$ cat config.mk
export PLATFORM = sky130hd
export DESIGN_NAME = cache_axi_line_port
export DESIGN_NICKNAME = d
export VERILOG_FILES = /design/src/rtl/cache_axi_line_port.sv
export SDC_FILE = /design/constraint.sdc
export NUM_CORES = 1
export LEC_CHECK = 0
export BUFFER_PORTS_ARGS = -buffer_cell sky130_fd_sc_hd__clkbuf_2
export CELL_PAD_IN_SITES_DETAIL_PLACEMENT = 1
export CELL_PAD_IN_SITES_GLOBAL_PLACEMENT = 2
export CORE_ASPECT_RATIO = 0.6
export CORE_MARGIN = 2
export CORE_UTILIZATION = 33
export DETAILED_ROUTE_END_ITERATION = 7
export PLACE_DENSITY = 0.86
export SLEW_MARGIN = 25
export SYNTH_ARGS = -nofsm -noshare
export SYNTH_HDL_FRONTEND = slang
export SYNTH_SLANG_ARGS = --single-unit
$ cat constraint.sdc
create_clock -name clk -period 2.77 [get_ports clk]
set_input_delay 0.277 -clock clk [delete_from_list [all_inputs] [get_ports clk]]
set_output_delay 0.277 -clock clk [all_outputs]
set_load 0.005 [all_outputs]
$ cat src/rtl/cache_axi_line_port.sv
// rtl/cache_axi_line_port.sv - cache line refill/writeback port onto single-ID AXI INCR bursts
//
// Converts whole-line cache requests into LINE_WORDS x 32-bit AXI bursts.
//   Read side : rd_req/rd_addr/rd_rdy in, ret_valid/ret_data out (line reassembled from R beats).
//   Write side: wr_req/wr_addr/wr_data/wr_rdy in, wr_valid out (pulse once B has been accepted).
//   AXI master: AR (araddr/arvalid/arready), R (rdata/rvalid/rready),
//               AW (awaddr/awvalid/awready), W (wdata/wlast/wvalid/wready), B (bvalid/bready).
//   clk, resetn: clock and asynchronous active-low reset.
// Fixed burst attributes (id, size, burst type, length, strobes) are tied off by the wrapper.

module cache_axi_line_port #(
  parameter int LINE_WORDS = 4
) (
  input  logic                     clk,
  input  logic                     resetn,
  input  logic                     rd_req,
  input  logic [31:0]              rd_addr,
  output logic                     rd_rdy,
  output logic                     ret_valid,
  output logic [32*LINE_WORDS-1:0] ret_data,
  input  logic                     wr_req,
  input  logic [31:0]              wr_addr,
  input  logic [32*LINE_WORDS-1:0] wr_data,
  output logic                     wr_rdy,
  output logic                     wr_valid,
  output logic [31:0]              araddr,
  output logic                     arvalid,
  input  logic                     arready,
  input  logic [31:0]              rdata,
  input  logic                     rvalid,
  output logic                     rready,
  output logic [31:0]              awaddr,
  output logic                     awvalid,
  input  logic                     awready,
  output logic [31:0]              wdata,
  output logic                     wlast,
  output logic                     wvalid,
  input  logic                     wready,
  input  logic                     bvalid,
  output logic                     bready
);

  localparam int LW  = 32 * LINE_WORDS;
  localparam int OFF = $clog2(LINE_WORDS) + 2;
  localparam int CW  = (LINE_WORDS > 1) ? $clog2(LINE_WORDS) : 1;
  localparam logic [CW-1:0] LAST_BEAT = CW'(LINE_WORDS - 1);
  localparam logic [31:0]   LINE_MASK = ~((32'd1 << OFF) - 32'd1);

  localparam logic [1:0] R_IDLE = 2'd0, R_AR = 2'd1, R_DATA = 2'd2, R_DONE = 2'd3;
  localparam logic [1:0] W_IDLE = 2'd0, W_AW = 2'd1, W_DATA = 2'd2, W_RESP = 2'd3;

  logic [1:0]    rstate, wstate;
  logic [CW-1:0] rcnt, wcnt;
  logic [31:0]   rline, wline;
  logic [LW-1:0] rbuf, wbuf;
  logic          wr_valid_q;
  logic          wr_busy;
  logic          same_line;

  // The writeback counts as pending through its wr_valid cycle, so a refill
  // of the same line is only issued once the B response has been reported.
  assign wr_busy   = (wstate != W_IDLE) || wr_valid_q;
  assign same_line = ((rd_addr & LINE_MASK) == wline);
  assign rd_rdy    = (rstate == R_IDLE) && !(wr_busy && same_line);
  assign wr_rdy    = (wstate == W_IDLE);

  // Read FSM: AR handshake, then LINE_WORDS beats written into rbuf in order.
  always_ff @(posedge clk or negedge resetn) begin
    if (!resetn) begin
      rstate <= R_IDLE;
      rcnt   <= '0;
      rline  <= '0;
      rbuf   <= '0;
    end else begin
      case (rstate)
        R_IDLE: begin
          if (rd_req && rd_rdy) begin
            rline  <= rd_addr & LINE_MASK;
            rstate <= R_AR;
          end
        end
        R_AR: begin
          if (arready) begin
            rcnt   <= '0;
            rstate <= R_DATA;
          end
        end
        R_DATA: begin
          if (rvalid) begin
            for (int i = 0; i < LINE_WORDS; i++) begin
              if (rcnt == CW'(i)) rbuf[32*i +: 32] <= rdata;
            end
            if (rcnt == LAST_BEAT) begin
              rcnt   <= '0;
              rstate <= R_DONE;
            end else begin
              rcnt <= rcnt + 1'b1;
            end
          end
        end
        default: rstate <= R_IDLE;
      endcase
    end
  end

  // Write FSM: AW first, then W beats from the latched line, then wait for B.
  always_ff @(posedge clk or negedge resetn) begin
    if (!resetn) begin
      wstate     <= W_IDLE;
      wcnt       <= '0;
      wline      <= '0;
      wbuf       <= '0;
      wr_valid_q <= 1'b0;
    end else begin
      wr_valid_q <= (wstate == W_RESP) && bvalid;
      case (wstate)
        W_IDLE: begin
          if (wr_req) begin
            wline  <= wr_addr & LINE_MASK;
            wbuf   <= wr_data;
            wcnt   <= '0;
            wstate <= W_AW;
          end
        end
        W_AW: begin
          if (awready) wstate <= W_DATA;
        end
        W_DATA: begin
          if (wready) begin
            if (wcnt == LAST_BEAT) begin
              wcnt   <= '0;
              wstate <= W_RESP;
            end else begin
              wcnt <= wcnt + 1'b1;
            end
          end
        end
        default: begin
          if (bvalid) wstate <= W_IDLE;
        end
      endcase
    end
  end

  always_comb begin
    wdata = '0;
    for (int i = 0; i < LINE_WORDS; i++) begin
      if (wcnt == CW'(i)) wdata = wbuf[32*i +: 32];
    end
  end

  assign araddr    = rline;
  assign arvalid   = (rstate == R_AR);
  assign rready    = (rstate == R_DATA);
  assign ret_valid = (rstate == R_DONE);
  assign ret_data  = rbuf;
  assign awaddr    = wline;
  assign awvalid   = (wstate == W_AW);
  assign wvalid    = (wstate == W_DATA);
  assign wlast     = (wstate == W_DATA) && (wcnt == LAST_BEAT);
  assign bready    = (wstate == W_RESP);
  assign wr_valid  = wr_valid_q;

endmodule

==> Word-level counts from Yosys, hierarchy flattened <==
Index checks and enable logic that the tools add are counted.
{ "totals": {"regBits": 321, "out_inout_bits": 234, "wordCells": 83} }
{ "classes": {"add_sub_neg": 2, "n_eq_ne": 21, "mux": 23, "reduce_logical": 25} }
{ "op_table": {"columns": ["op", "n"], "rows": [
  ["$mux 32", 4],
  ["$mux 2", 15],
  ["$eq 28x28->1", 1],
  ["$reduce_and 3->1", 6],
  ["$eq 2x2->1 const B", 8],
  ["$ne 2x1->1 const B", 6],
  ["$pmux 2 s3", 2],
  ["$eq 2x1->1 const B", 4],
  ["$logic_not 2->1", 4],
  ["$pmux 2 s2", 2],
  ["$reduce_bool 2->1", 3],
  ["$logic_and 1x1->1", 5],
  ["$reduce_and 5->1", 1],
  ["$add 2x1->2 const B", 2],
  ["$ne 2x2->1 const B", 2],
  ["$reduce_and 2->1", 2],
  ["$reduce_and 4->1", 1],
  ["$reduce_bool 4->1", 1],
  ["$logic_not 1->1", 1],
  ["$logic_or 1x1->1", 1]
]} }

==> Longest topological paths before layout <==
{ "depth": {"ltp_word": 8, "ltp_mapped": 8, "mapped_depth_nobuf": 7} }

==> Worst setup path after synthesis <==
No wires, ideal clock.
{ "synth_path": {"path_kind": "register -> register", "start": "register wstate[0]", "end": "register rline[11] (netlist: araddr[11])", "setup_ns": 0.125, "arrival_time_ns": 2.056, "setup_slack_ns": 0.589, "path_stages_with_launch": 9, "period_less_slack_ns": 2.181, "path_cell_list": "dfrtp_1 -> inv_1 -> ha_1 -> a2111oi_2 -> nand4_2 -> o211a_1 -> buf_6 -> buf_12 -> mux2_4"} }
{ "synth_via": {"elab_chain_cells": 7} }
{ "synth_rtl": {"columns": ["item", "line_no", "rtl"], "rows": [
  ["start: declaration", "52", "logic [1:0] rstate, wstate;"],
  ["start signal: assignment", "109", "wstate <= W_IDLE;"],
  ["start signal: assignment", "122", "wstate <= W_AW;"],
  ["start signal: assignment", "126", "if (awready) wstate <= W_DATA;"],
  ["$reduce_bool 2->1", "62", "assign wr_busy = (wstate != W_IDLE) || wr_valid_q;"],
  ["$logic_or 1x1->1", "62", null],
  ["$logic_and 1x1->1", "64", "assign rd_rdy = (rstate == R_IDLE) && !(wr_busy && same_line);"],
  ["$logic_not 1->1", "64", null],
  ["$logic_and 1x1->1", "64", null],
  ["$logic_and 1x1->1", "77", "if (rd_req && rd_rdy) begin"],
  ["$reduce_and 2->1 (no line)", null, null],
  ["end signal: assignment", "78", "rline <= rd_addr & LINE_MASK;"],
  ["end: declaration", "54", "logic [31:0] rline, wline;"]
]} }
Every way passes these cells.
A chain may end at the register's enable or synchronous reset.

==> Final worst setup path <==
{ "layout_path": {"start": "register wcnt[1]", "end": "output port wdata[29]"} }
{ "layout_via": {"elab_chain_cells": 5, "elab_cells_between_ends": 8} }
{ "layout_rtl": {"columns": ["item", "line_no", "rtl"], "rows": [
  ["start: declaration", "53", "logic [CW-1:0] rcnt, wcnt;"],
  ["start signal: assignment", "134", "wcnt <= wcnt + 1'b1;"],
  ["$logic_not 2->1", "148", "if (wcnt == CW'(i)) wdata = wbuf[32*i +: 32];"],
  ["$mux 32 (3 in a row)", "148", null],
  ["$mux 32 (*)", "148", null],
  ["end: declaration", "35", "output logic [31:0] wdata,"]
]} }
Every way passes the cells marked *; elsewhere a longest branch is shown, timed or not.

==> results.txt <==
Routed vias/inst - 4.82
Hold Violations, Final - 0
Hold Crit Class - input port to flop
Slew of the pin with the lowest slew margin - 0.671 ns
Skew final - 0.0137 ns
Crit path largest cell delay - 0.42 ns
Status - finished clean
Via count - 10,900
Post-synth EDFFs - 0
TNS Setup - 0 ns
CP endpoint kind - primary output
Async set-reset flop share out of synthesis - 100%
Maxcap violations - 0
Crit path launch type - flop
Worst-path maximum fanout - 32
Num Clock Sinks - 321
CP required - 2.49 ns
Pwr Density - 1080 nW/um^2
Area Growth Syn to Fin - 45.7%
DR DRC count - 0
Die Y - 162 um
I/O Pins - 467
Crit-path cells - inv_2 > ha_4 > clkbuf_16 > nand3b_1 > a21oi_1 > a21oi_1 > o21ai_0 > clkbuf_2
Share of cells above drive strength 1 - 50.6%
Largest net degree at the start of global routing - 76
RSZ-0062 raised after global routing - false
Leak - 0.00956 uW
Vias in the first global route - 12,400
Max rail drop VDD - 0.512 mV
Core area - 40,800 um^2
Worst-path clk slew - 0.07 ns
Gr usage total - 21.9%
Std cell rows - 57
Drt pass-1 iters - 5
Worst skew pair latency - 0.58 ns
First element of the critical path - wcnt[1]$_DFFE_PN0P_
Fin crit share - 94.8%
Slew Viols, Final - 0
Reg-to-reg slack, setup - 0.30 ns
Post-synth design cell area - 13,800 um^2
Fillers - 4,338
Initial Util - 33.8%
Nets - 1,925
Final min period - 2.63 ns
Finished Core Util - 49.2%
Ys flop type - dfrtp_1
Mapped Cells - 1,009
IO Port Bufs - 450
Gpl congestion - 0.800
Largest area contributor in the netlist - dfrtp_1
Hold depth - 3
R2R depth - 7
Max clock buf depth - 3
Sequential element share of the synthesized area - 58.3%
Routed Antenna Nets - 0
Slew headroom - 55.2%
DRT Wirelength - 48.7 mm
Fmax achieved - 381 MHz
DIE AREA - 43,500 um^2
Most frequent cell after synthesis - dfrtp_1
Post-synth cell types - 40
CTS tree - yes
Worst reg2reg startpoint - wstate[0]$_DFFE_PN0P_
Cts bufs inserted - 31
DRT iter0 DRCs - 554
Most frequent CP cell - a21oi_1
Synth top cells by count - 321 x dfrtp_1, 293 x mux2_2, 70 x nand2_1
Top cell type's share of synthesized area - 58.3%
Crit path DAT - 2.35 ns
Crit path kind - flop to primary output
Slowest CP cell - dfrtp_2
Routed len/inst - 21.5 um
R2R Path End - araddr[9]$_DFFE_PN0P_
CTS Root Cell - clkbuf_16
Chip width - 268 um
Final setup violation count - 0
HPWL after DPL - 30.3 mm
#FFs+latches synth - 321
Synth top area cells - dfrtp_1 58%, mux2_2 24%, a21oi_1 2.5%, mux2_4 2.2%, nand2_1 1.9%
Register Area - 8040 um^2
Worst Setup EP - wdata[29]
YS warnings - 0
CTS H-tree depth - 1
First-pass GRT wire length - 73.7 mm
Initial antenna violation count - 6
Multi-input logic area - 5500 um^2
Grt total ovfl - 0
Syn Area/Cell - 13.7 um^2
## power by group
group | switching [uW] | internal, uW
logic | 4200 | 4680
registers | 1460 | 7000
clock network | 1940 | 2490
total | 7600 | 14200
## kinds of logic after synthesis
kind of cell / after synthesis / synth area share [%]
AO/OA/AOI/OAI: 120 / 4.70
other: 1 / 0.0272
AND/OR/NAND/NOR: 132 / 4.91
XOR/XNOR: 28 / 1.78
flip-flops: 321 / 58.3
adder cells (fa/ha/maj): 17 / 1.54
multiplexers: 314 / 26.2
buffers and inverters: 76 / 2.58
## sequential cells by signal (all words and copies together), names as in the netlist
| register | cells |
|---|---|
| wcnt | 2 |
| wbuf | 128 |
| wstate | 2 |
| ret_data | 128 |
| wr_valid | 1 |
| awaddr | 28 |
| rstate | 2 |
| araddr | 28 |
| rcnt | 2 |
## placed cells by master (no fill, tap or decap), drive strengths merged, types with 5 or more instances in the layout
cell type    count
a21oi           68
buf             23
clkbuf         494
clkinv           5
conb             8
dfrtp          321
diode            7
dlygate4sd3    218
ha              17
inv             11
mux2           313
nand2           70
nand3            7
nand3b          33
nor4             5
o21ai           39
xor2            28
## worst max-delay path, delay by kind of cell (launching register included)
| kind | cells | cell delay [ns] |
|---|---|---|
| compound gates | 3 | 0.50 |
| fa+ha+maj | 1 | 0.19 |
| buf+inv | 3 | 0.47 |
| flops | 1 | 0.42 |
| simple gates | 1 | 0.17 |
## area by class of cell
type,instances,area share [%]
diodes,7,0.0872
flip-flops and latches,321,40.0
clock buffers,43,4.58
clock inverters,10,0.561
well taps,560,3.49
multi-input cells,619,27.4
repair buffers,692,23.7
inverters,10,0.187
## layer usage
metal	track usage (%)	vias up	share of wire, %
li1	-	4882	-
met1	25.9	5611	41
met2	39.3	315	51
met3	4.87	90	5.0
met4	7.39	0	3.5
met5	0	-	0
## stage by stage
step	hold slack [ns]	cell area [um^2]	total power [uW]	setup slack, ns	instances
after floorplan	-0.0186	13800	12900	0.589	1016
after global placement	0.314	16800	16300	0.407	1982
after detailed placement	0.321	16800	16700	0.266	1982
after CTS	0.00416	20000	21500	0.0199	2253
after global routing	0.0430	20100	23100	0.00856	2261
final	0.0520	20100	21800	0.143	2262
## how the worst min path moves through the flow
| stage | from | endpoint | slack (ns) |
|---|---|---|---|
| final | wr_req | wcnt[0]$_DFFE_PN0P_ | 0.05 |
| after global routing | wr_req | wcnt[0]$_DFFE_PN0P_ | 0.04 |
| after CTS | wr_req | wcnt[0]$_DFFE_PN0P_ | 0.004 |
| after detailed placement | resetn | ret_data[87]$_DFFE_PN0P_ | 0.32 |
| after global placement | resetn | ret_data[87]$_DFFE_PN0P_ | 0.31 |
| after floorplan | resetn | araddr[10]$_DFFE_PN0P_ | -0.02 |
## repair_timing
item	4_1_cts	5_1_grt
endpoints found under the hold margin	380	0
gates cloned	0	2
setup endpoints to repair	1	17
hold buffers	218	0
buffers inserted	0	0
pin swaps	0	1
resized for setup	1	12
Note: power is estimated with default switching activity, not from simulation.
